## src/rtl/fetch_unit.sv

```systemverilog
// -----------------------------------------------------------------------------
// fetch_unit
//
// Instruction fetch front end. Walks a fetch PC (fpc), issues word requests to
// the icache, tags each accepted request with its PC, and pairs the in-order
// icache responses with those tags into a small fetch queue. The head of the
// queue is presented to the next stage.
//
// A misaligned fetch PC turns into an address-error entry once every useful
// response ahead of it is in the queue. After that the unit parks in HALT
// until a flush redirects it.
//
// Ports
//   clk, rst              clock, synchronous active-high reset
//   flush, flush_pc       redirect: drop all queued/in-flight work, restart
//   branch, predict_pc    predictor taken/target for the current fpc
//   stall, ns_ready       downstream hold / next stage can accept
//   req_valid, req_addr   icache request (req_addr is always fpc)
//   req_addr_ok           icache accepted the request
//   resp_data_ok          icache returns one instruction, in request order
//   resp_rdata            returned instruction
//   out_valid             head of the fetch queue is presented
//   out_pc, out_inst      head entry PC / instruction (0 on address error)
//   out_adef              head entry carries an address-error exception
// -----------------------------------------------------------------------------
module fetch_unit #(
  parameter int ADDR_WIDTH      = 32,
  parameter int QUEUE_DEPTH     = 4,
  parameter int MAX_OUTSTANDING = 2,
  parameter logic [ADDR_WIDTH-1:0] RESET_VECTOR = ADDR_WIDTH'(32'h1c00_0000)
) (
  input  logic                  clk,
  input  logic                  rst,
  input  logic                  flush,
  input  logic [ADDR_WIDTH-1:0] flush_pc,
  input  logic                  branch,
  input  logic [ADDR_WIDTH-1:0] predict_pc,
  input  logic                  stall,
  input  logic                  ns_ready,
  output logic                  req_valid,
  output logic [ADDR_WIDTH-1:0] req_addr,
  input  logic                  req_addr_ok,
  input  logic                  resp_data_ok,
  input  logic [ADDR_WIDTH-1:0] resp_rdata,
  output logic                  out_valid,
  output logic [ADDR_WIDTH-1:0] out_pc,
  output logic [ADDR_WIDTH-1:0] out_inst,
  output logic                  out_adef
);

  localparam int QW = $clog2(QUEUE_DEPTH);
  localparam int CW = QW + 1;
  localparam int TW = (MAX_OUTSTANDING > 1) ? $clog2(MAX_OUTSTANDING) : 1;
  localparam int IW = $clog2(MAX_OUTSTANDING + 1);

  typedef struct packed {
    logic [ADDR_WIDTH-1:0] pc;
    logic [ADDR_WIDTH-1:0] inst;
    logic                  adef;
  } entry_t;

  typedef enum logic {S_FETCH, S_HALT} state_t;

  state_t state, state_nxt;

  logic [ADDR_WIDTH-1:0] fpc;
  logic [IW-1:0]         inflight;
  logic [IW-1:0]         discard;
  logic [CW-1:0]         count;

  // fetch queue (power-of-two depth, pointers wrap naturally)
  entry_t                q_mem [QUEUE_DEPTH];
  logic [QW-1:0]         q_head, q_tail;

  // tag FIFO: PC of every accepted request, consumed by kept responses
  logic [ADDR_WIDTH-1:0] tag_mem [MAX_OUTSTANDING];
  logic [TW-1:0]         tag_rd, tag_wr;

  int     occ;
  logic   accept, resp_drop, resp_push, adef_push, push, pop;
  entry_t push_ent;

  // MAX_OUTSTANDING need not be a power of two, so wrap explicitly
  function automatic logic [TW-1:0] tag_next(input logic [TW-1:0] p);
    return (p == TW'(MAX_OUTSTANDING - 1)) ? '0 : p + TW'(1);
  endfunction

  // ---------------------------------------------------------------- FSM
  always_ff @(posedge clk) begin
    if (rst) state <= S_FETCH;
    else     state <= state_nxt;
  end

  always_comb begin
    state_nxt = state;
    if (flush)          state_nxt = S_FETCH;
    else if (adef_push) state_nxt = S_HALT;
  end

  // occ counts queue slots already promised: queued entries plus responses
  // still expected that will be kept. Issuing only while occ < depth means
  // every kept response is guaranteed a slot.
  always_comb begin
    occ       = int'(count) + int'(inflight) - int'(discard);
    req_valid = 1'b0;
    adef_push = 1'b0;
    if (state == S_FETCH && !rst && !flush) begin
      req_valid = (fpc[1:0] == 2'b00) && (int'(inflight) < MAX_OUTSTANDING) &&
                  (occ < QUEUE_DEPTH);
      // the error entry must land behind every kept response, so wait until
      // only to-be-dropped responses remain in flight
      adef_push = (fpc[1:0] != 2'b00) && (inflight == discard) &&
                  (int'(count) < QUEUE_DEPTH);
    end
  end

  // ---------------------------------------------------------------- datapath
  assign req_addr  = fpc;
  assign accept    = req_valid && req_addr_ok;
  assign resp_drop = resp_data_ok && (discard != '0);
  assign resp_push = resp_data_ok && (discard == '0);
  assign push      = !rst && !flush && (resp_push || adef_push);
  assign pop       = out_valid && ns_ready && !stall;

  // adef_push only fires when every in-flight response is being dropped,
  // so it never competes with a kept response for the push port
  always_comb begin
    if (adef_push) push_ent = '{pc: fpc, inst: '0, adef: 1'b1};
    else           push_ent = '{pc: tag_mem[tag_rd], inst: resp_rdata, adef: 1'b0};
  end

  assign out_valid = (count != '0) && !flush;
  assign out_pc    = q_mem[q_head].pc;
  assign out_inst  = q_mem[q_head].inst;
  assign out_adef  = q_mem[q_head].adef;

  always_ff @(posedge clk) begin
    if (rst) begin
      fpc      <= RESET_VECTOR;
      inflight <= '0;
      discard  <= '0;
      count    <= '0;
      q_head   <= '0;
      q_tail   <= '0;
      tag_rd   <= '0;
      tag_wr   <= '0;
    end else if (flush) begin
      // every request still in flight after this edge returns stale data
      fpc      <= flush_pc;
      inflight <= inflight - IW'(resp_data_ok);
      discard  <= inflight - IW'(resp_data_ok);
      count    <= '0;
      q_head   <= '0;
      q_tail   <= '0;
      tag_rd   <= '0;
      tag_wr   <= '0;
    end else begin
      if (accept) fpc <= branch ? predict_pc : fpc + ADDR_WIDTH'(4);
      inflight <= inflight + IW'(accept) - IW'(resp_data_ok);
      if (resp_drop) discard <= discard - IW'(1);
      if (accept)    tag_wr  <= tag_next(tag_wr);
      if (resp_push) tag_rd  <= tag_next(tag_rd);
      if (push)      q_tail  <= q_tail + QW'(1);
      if (pop)       q_head  <= q_head + QW'(1);
      count <= count + CW'(push) - CW'(pop);
    end
  end

  // storage arrays carry no reset; validity lives in the pointers/counters
  always_ff @(posedge clk) begin
    if (accept) tag_mem[tag_wr] <= fpc;
    if (push)   q_mem[q_tail]   <= push_ent;
  end

  // a kept response into a full queue means the reservation was broken
  a_no_push_when_full: assert property (@(posedge clk) disable iff (rst)
    !(resp_push && !flush && (count == CW'(QUEUE_DEPTH)) && !pop));

endmodule

```

## config.mk

```make
export PLATFORM = sky130hd
export DESIGN_NAME = fetch_unit
export DESIGN_NICKNAME = d
export VERILOG_FILES = /design/src/rtl/fetch_unit.sv
export SDC_FILE = /design/constraint.sdc
export NUM_CORES = 1
export LEC_CHECK = 0
export BUFFER_PORTS_ARGS = -buffer_cell sky130_fd_sc_hd__buf_2
export CORE_MARGIN = 2
export CORE_UTILIZATION = 35
export DETAILED_ROUTE_END_ITERATION = 6
export PLACE_DENSITY = 0.59
export REMOVE_ABC_BUFFERS = 1
export SETUP_SLACK_MARGIN = 0.2
export SLEW_MARGIN = 20
export SYNTH_ARGS = -nofsm -noshare
export SYNTH_HDL_FRONTEND = slang
export SYNTH_SLANG_ARGS = --single-unit
export TNS_END_PERCENT = 30
```

## constraint.sdc

```tcl
create_clock -name clk -period 3.75 [get_ports clk]
set_clock_uncertainty 0.1 [all_clocks]
set_input_delay 0 -clock clk [delete_from_list [all_inputs] [get_ports clk]]
set_output_delay 0 -clock clk [all_outputs]
set_load 0.05 [all_outputs]
```

==> results.sh, run 1 <==
export IMPL_status="finished, final reports clean"
export IMPL_routed_wl_um=41100
export IMPL_row_count=77
export IMPL_yosys_area_top_type="edfxtp_1"
export IMPL_p_int_uw=7510
export IMPL_netlist_area_leader_share_pct=62.2
export IMPL_crit_required_ns=4.09
export IMPL_syn_area_per_cell_um2=15.5
export IMPL_overflow=0
export IMPL_post_route_util_pct=45.2
export IMPL_first_pass_iters=6
export IMPL_track_usage_pct=17.6
export IMPL_detail_route_wl_per_cell_um=21.1
export IMPL_cap_viol_max_count=0
export IMPL_design_area_um2=20000
export IMPL_fmaxAchievable_mhz=291
export IMPL_final_nets=1451
export IMPL_numCtsBuffers=41
export IMPL_fin_ws_ns=0.309
export IMPL_worst_setup_path_type="reg -> reg"
export IMPL_dieArea_um2=46400
export IMPL_async_reset_ff_share_pct=0
export IMPL_dp_hpwl_um=26100
export IMPL_synth_cell_types=64
export IMPL_fin_crit_sh_pct=91.8
export IMPL_detail_route_antenna_nets=0
export IMPL_grt_setup_unrepaired="true"
export IMPL_die_w_um=215
export IMPL_vias_per_cell=5.11
export IMPL_numPortBuffers=202
export IMPL_worstPathBufferInverterCount=3
export IMPL_final_layout_size_suffix_gt1_share_pct=28.8
export IMPL_syn_area_um2=15600
export IMPL_setup_tns_ns=0
export IMPL_placed_area_um2=17500
export IMPL_grt_pass1_wl_um=61600
export IMPL_worstHoldPathType="in -> reg"
export IMPL_tightest_slew_ns=0.765
export IMPL_start_util_pct=35.4
export IMPL_setup_violations=0
export IMPL_seqPwrFrac_pct=48.4
export IMPL_p_comb_share_pct=10.2
export IMPL_yosys_warnings=0
export IMPL_clock_root_buffer="clkbuf_16"
export IMPL_switching_share_pct=24.0
export IMPL_path_delay_family="compound AO/OA/AOI/OAI gates"
export IMPL_io_pins=203
export IMPL_slew_headroom_pct=48.8
export IMPL_cts_tree="built"
export IMPL_leakage_uw=0.00689
export IMPL_path_max_fanout=26
export IMPL_ys_seq_area_share_pct=68.5
export IMPL_clkTransAtPathRegs_ns=0.06
export IMPL_cpMostUsedCell="inv_1"
export IMPL_crit_chain="inv_1 -> fa_2 -> inv_1 -> ha_1 -> nand2_1 -> o311a_1 -> a31o_2 -> a2bb2oi_1 -> o221a_2 -> dlygate4sd3_1"
export IMPL_power_frac_clock_pct=41.5
export IMPL_drc=0
export IMPL_via_count=9977
export IMPL_place_ws_ns=0.260
export IMPL_grt_max_degree=54
export IMPL_num_antenna_cells=0
export IMPL_critical_path_endpoint_type="flop"
export IMPL_core_area_um2=44100
export IMPL_drtIter0Drc=851
export IMPL_synth_edf_count=324
export IMPL_holdWs_ns=0.0540
export IMPL_layout_common_cells="edfxtp_1, buf_2, dlygate4sd3_1"
export IMPL_fin_crit_ns=3.44
export IMPL_ys_ff_latch=373
export IMPL_syn_inst=1006
export IMPL_switchingPower_uw=2370
export IMPL_cts_sinks=373
export IMPL_synth_area_leaders="edfxtp_1, mux4_2, dfxtp_1"
export IMPL_htreeDepth=2
export IMPL_worstPathArrival_ns=3.78
export IMPL_area_growth_pct=27.7
export IMPL_grt_pass1_vias=10100
export IMPL_grt_antenna_before_repair=2
export IMPL_final_max_slew_viol_count=0
export IMPL_gp_congestion=0.878
export IMPL_die_h_um=215
export IMPL_ys_flop_type="edfxtp_1"
export IMPL_hold_viol=0
export IMPL_powerDensity_nw_per_um2=495
export IMPL_cts_buffer_depth=3
export IMPL_cp_slowest_cell="fa_2"
export IMPL_clk_latency_ns=0.56
export IMPL_ir_worst_vdd_v=0.000284
export IMPL_worstSetupStartpointType="flop"
export IMPL_slowest_delay_ns=0.55
export IMPL_layout_commonest_cell="edfxtp_1"
cell usage after synthesis, types with 3 or more instances:
cell type / instances
edfxtp_1: 324
mux4_2: 65
nand2_1: 61
o21ai_0: 59
inv_1: 51
dfxtp_1: 49
clkbuf_1: 47
mux2i_1: 38
nor2b_1: 35
nor2_1: 29
a221oi_1: 20
ha_1: 17
a21oi_1: 15
nor3_1: 13
o22ai_1: 13
nand4_1: 12
xnor2_1: 10
and3_1: 9
buf_1: 9
buf_2: 9
nand3_1: 9
o21a_1: 9
or3_1: 9
a22oi_1: 6
nor4_1: 6
o31ai_1: 6
a311oi_1: 5
and2_1: 5
a211oi_1: 4
a31oi_1: 4
and4_1: 4
nand2b_1: 4
or4_1: 4
a31o_2: 3
o211ai_1: 3
o221ai_1: 3
o31a_1: 3
or2_2: 3
path summary, 6_finish.rpt:
| path | from | to | slack (ns) | depth (start not counted) |
|---|---|---|---|---|
| min | branch | req_addr[28]$_SDFFE_PP1P_ | 0.05 | 3 |
| max | inflight[1]$_SDFF_PP0_ | req_addr[19]$_SDFFE_PP0P_ | 0.31 | 10 |
| min reg2reg | state$_SDFFE_PN0P_ | state$_SDFFE_PN0P_ | 0.38 | 2 |
| max reg2reg | inflight[1]$_SDFF_PP0_ | req_addr[19]$_SDFFE_PP0P_ | 0.31 | 10 |
registers in the layout, summed over array words and instances, names as in the netlist, 2 cells and up, named ones only:
name,cells
q_head,2
inflight,2
count,3
discard,2
q_tail,2
req_addr,32
q_mem,260
tag_mem,64
per-stage QoR:
| stage | cells | power [µW] |
|---|---|---|
| 4_1_cts | 1952 | 10000 |
| 2_1_floorplan | 941 | 5420 |
| 5_1_grt | 1953 | 10300 |
| 3_5_place_dp | 1767 | 5770 |
| 3_3_place_gp | 1767 | 5750 |
| 6_report | 1953 | 9880 |
layout make-up:
cell class                      count  area (µm²)
Fill cell                        4002       24200
Sequential cell                   373       10700
Multi-Input combinational cell    516        4500
Timing Repair Buffer              344        2420
Clock buffer                       51        1130
Tap cell                          592         741
Clock inverter                     25         254
Inverter                           52         195
routing by layer:
metal	GRT usage (%)	up-vias	routed length [µm]
met5	0	-	0
met4	6.25	0	1130
met3	3.78	59	3020
met2	27.6	382	19100
met1	24.3	4959	17900
li1	-	4577	-
timing repair:
action                                 in CTS  in global routing
endpoints found under the hold margin     173                  0
setup buffers                               0                  1
gates resized for setup                     0                  4
setup endpoints to repair                   0                  7
hold buffers                              109                  0
power by group through the flow:
stage | clock network, µW | logic, µW | registers [µW]
2_1_floorplan | 0 | 476 | 4950
3_3_place_gp | 0 | 889 | 4870
3_5_place_dp | 0 | 900 | 4870
4_1_cts | 4220 | 1000 | 4780
5_1_grt | 4380 | 1090 | 4800
6_report | 4100 | 1000 | 4780
cell families (layout without fill, tap and decap cells):
logic type               Yosys count  after routing  synth area share (%)
multiplexers                     103            103                  11.8
AO/OA/AOI/OAI                    171            171                  7.40
adder cells (fa/ha/maj)           19             19                  1.62
XOR/XNOR                          12             12                 0.672
buffers and inverters            117            472                  2.88
flip-flops                       373            373                  68.5
AND/OR/NAND/NOR                  211            211                  7.15
worst min-delay path: stages:
cell and delay, ns:
buf_2 0.27, o31ai_1 0.30, a31oi_1 0.07
Power figures use the tool's default switching activity.
==> inputs of run 2 (changes only) <==
--- a/config.mk
+++ b/config.mk
@@ -5,7 +5,7 @@
 export SDC_FILE = /design/constraint.sdc
 export NUM_CORES = 1
 export LEC_CHECK = 0
-export BUFFER_PORTS_ARGS = -buffer_cell sky130_fd_sc_hd__buf_2
+export BUFFER_PORTS_ARGS = -buffer_cell sky130_fd_sc_hd__buf_4
 export CORE_MARGIN = 2
 export CORE_UTILIZATION = 35
 export DETAILED_ROUTE_END_ITERATION = 6
==> run 2 against run 1 <==
Cell area is 2.2% higher. Non-clock buffer count is 2 lower. Maximum frequency is 0.22% lower. Cell count is 0.10% lower. Via count is 0.23% higher. Register-to-register slack hardly changed. First-iteration DRC count is 8.8% higher. Core utilization is 1.0 points higher. Largest cell class unchanged. Combinational power is 9% higher. Critical path depth is 2 higher. Global-route usage is 0.39 points higher. Total power is 0.57% lower.
==> results.sh, run 2 (synthesis gave the netlist of run 1 again) <==
export IMPL_fin_crit_ns=3.45
export IMPL_worstHoldPathType="in -> reg"
export IMPL_fmaxAchievable_mhz=290
export IMPL_detail_route_wl_per_cell_um=21.4
export IMPL_slew_headroom_pct=27.4
export IMPL_setup_violations=0
export IMPL_grt_pass1_vias=10200
export IMPL_largest_reg_flops=260
export IMPL_layout_commonest_cell="edfxtp_1"
export IMPL_cpMostUsedCell="inv_1"
export IMPL_cts_buffer_depth=3
export IMPL_htreeDepth=2
export IMPL_grtUsageMet1_pct=24.8
export IMPL_clkTransAtPathRegs_ns=0.06
export IMPL_final_nets=1450
export IMPL_status="finished, final reports clean"
export IMPL_grt_antenna_before_repair=1
export IMPL_io_pins=203
export IMPL_drc=0
export IMPL_worstPathArrival_ns=3.85
export IMPL_start_util_pct=35.4
export IMPL_setup_tns_ns=0
export IMPL_numPortBuffers=202
export IMPL_regMostFlops="q_mem"
export IMPL_cts_tree="built"
export IMPL_fin_crit_sh_pct=92.0
export IMPL_use_met2_pct=28.9
export IMPL_numCtsBuffers=42
export IMPL_cap_viol_max_count=0
export IMPL_first_pass_iters=5
export IMPL_cts_sinks=373
export IMPL_holdWs_ns=0.0286
export IMPL_die_h_um=215
export IMPL_vias_per_cell=5.13
export IMPL_gp_congestion=0.844
export IMPL_nFillCells=3933
export IMPL_powerDensity_nw_per_um2=482
export IMPL_cp_slowest_cell="fa_2"
export IMPL_die_w_um=215
export IMPL_slowest_delay_ns=0.56
export IMPL_grt_pass1_wl_um=63100
export IMPL_ir_worst_vdd_v=0.000253
export IMPL_grt_util_met3_pct=4.06
export IMPL_dieArea_um2=46400
export IMPL_via_count=10000
export IMPL_crit_required_ns=4.15
export IMPL_crit_chain="inv_1 -> fa_2 -> inv_1 -> ha_1 -> nand2_1 -> o311a_1 -> a22oi_2 -> buf_4 -> inv_2 -> a2111o_1 -> o211ai_2 -> dlygate4sd3_1"
export IMPL_dp_hpwl_um=26500
export IMPL_cts_setup_buffers=0
export IMPL_place_ws_ns=0.331
export IMPL_critical_path_endpoint_type="flop"
export IMPL_hold_viol=0
export IMPL_area_growth_pct=30.5
export IMPL_clock_root_buffer="clkbuf_16"
export IMPL_worstSetupStartpointType="flop"
export IMPL_multi_input_area_um2=4520
export IMPL_grt_setup_unrepaired="true"
export IMPL_track_usage_pct=18.0
export IMPL_layout_common_cells="edfxtp_1, buf_4, dlygate4sd3_1"
export IMPL_grt_busiest_layer="met2"
export IMPL_final_max_slew_viol_count=0
export IMPL_drtIter0Drc=926
export IMPL_tightest_slew_ns=1.09
export IMPL_core_area_um2=44100
export IMPL_row_count=77
export IMPL_clk_latency_ns=0.55
export IMPL_grt_max_degree=61
export IMPL_ff_latch_area_um2=10700
export IMPL_overflow=0
export IMPL_path_max_fanout=10
export IMPL_detail_route_antenna_nets=0
export IMPL_routed_wl_um=41700
export IMPL_final_layout_size_suffix_gt1_share_pct=28.4
export IMPL_leakage_uw=0.00702
export IMPL_placed_area_um2=18000
export IMPL_fin_ws_ns=0.301
export IMPL_design_area_um2=20400
export IMPL_worst_setup_path_type="reg -> reg"
[run 2: area by class of cell]
class                           count  area share, %
Antenna cell                        1         0.0123
Clock buffer                       54           5.78
Clock inverter                     21          0.730
Inverter                           52          0.957
Multi-Input combinational cell    516           22.1
Sequential cell                   373           52.5
Tap cell                          592           3.63
Timing Repair Buffer              342           14.2
[run 2: worst paths after layout]
kind | from | end | slack [ns] | depth (start not counted)
max | inflight[1]$_SDFF_PP0_ | req_addr[24]$_SDFFE_PP0P_ | 0.30 | 12
min | predict_pc[9] | req_addr[9]$_SDFFE_PP0P_ | 0.03 | 5
max reg2reg | inflight[1]$_SDFF_PP0_ | req_addr[24]$_SDFFE_PP0P_ | 0.30 | 12
min reg2reg | state$_SDFFE_PN0P_ | state$_SDFFE_PN0P_ | 0.38 | 2
[run 2: stage by stage]
step	power, µW	utilization [%]	std cells
3_3_place_gp	5830	40.7	1768
2_1_floorplan	5420	-	941
3_5_place_dp	5850	40.7	1768
4_1_cts	9930	46.2	1950
6_report	9830	46.2	1951
5_1_grt	10200	46.2	1950
[run 2: repair_timing]
action | in CTS | in global routing
hold buffers | 107 | 0
gates resized for setup | 0 | 7
setup endpoints to repair | 0 | 24
hold endpoints to repair | 177 | 0
[run 2: metal layers]
| layer | wire [µm] | share of wire, % |
|---|---|---|
| met5 | 13 | 0.031 |
| met4 | 958 | 2.3 |
| met3 | 2830 | 6.8 |
| met2 | 19700 | 47 |
| met1 | 18200 | 44 |
[run 2: worst max-delay path: cells and delay by family, from the launching register on]
family,cells,cell delay (ns)
AOI/OAI and AO/OA,4,1.02
adders and majority gates,2,0.86
buffers and inverters,5,0.95
DFF,1,0.38
and+or+nand+nor,1,0.06
[run 2: where the power goes]
| part | leakage, µW | switching, µW | total, µW | internal [µW] |
|---|---|---|---|---|
| clock | 0.000653 | 1610 | 3960 | 2350 |
| combinational | 0.00303 | 651 | 1090 | 438 |
| sequential | 0.00334 | 114 | 4780 | 4660 |
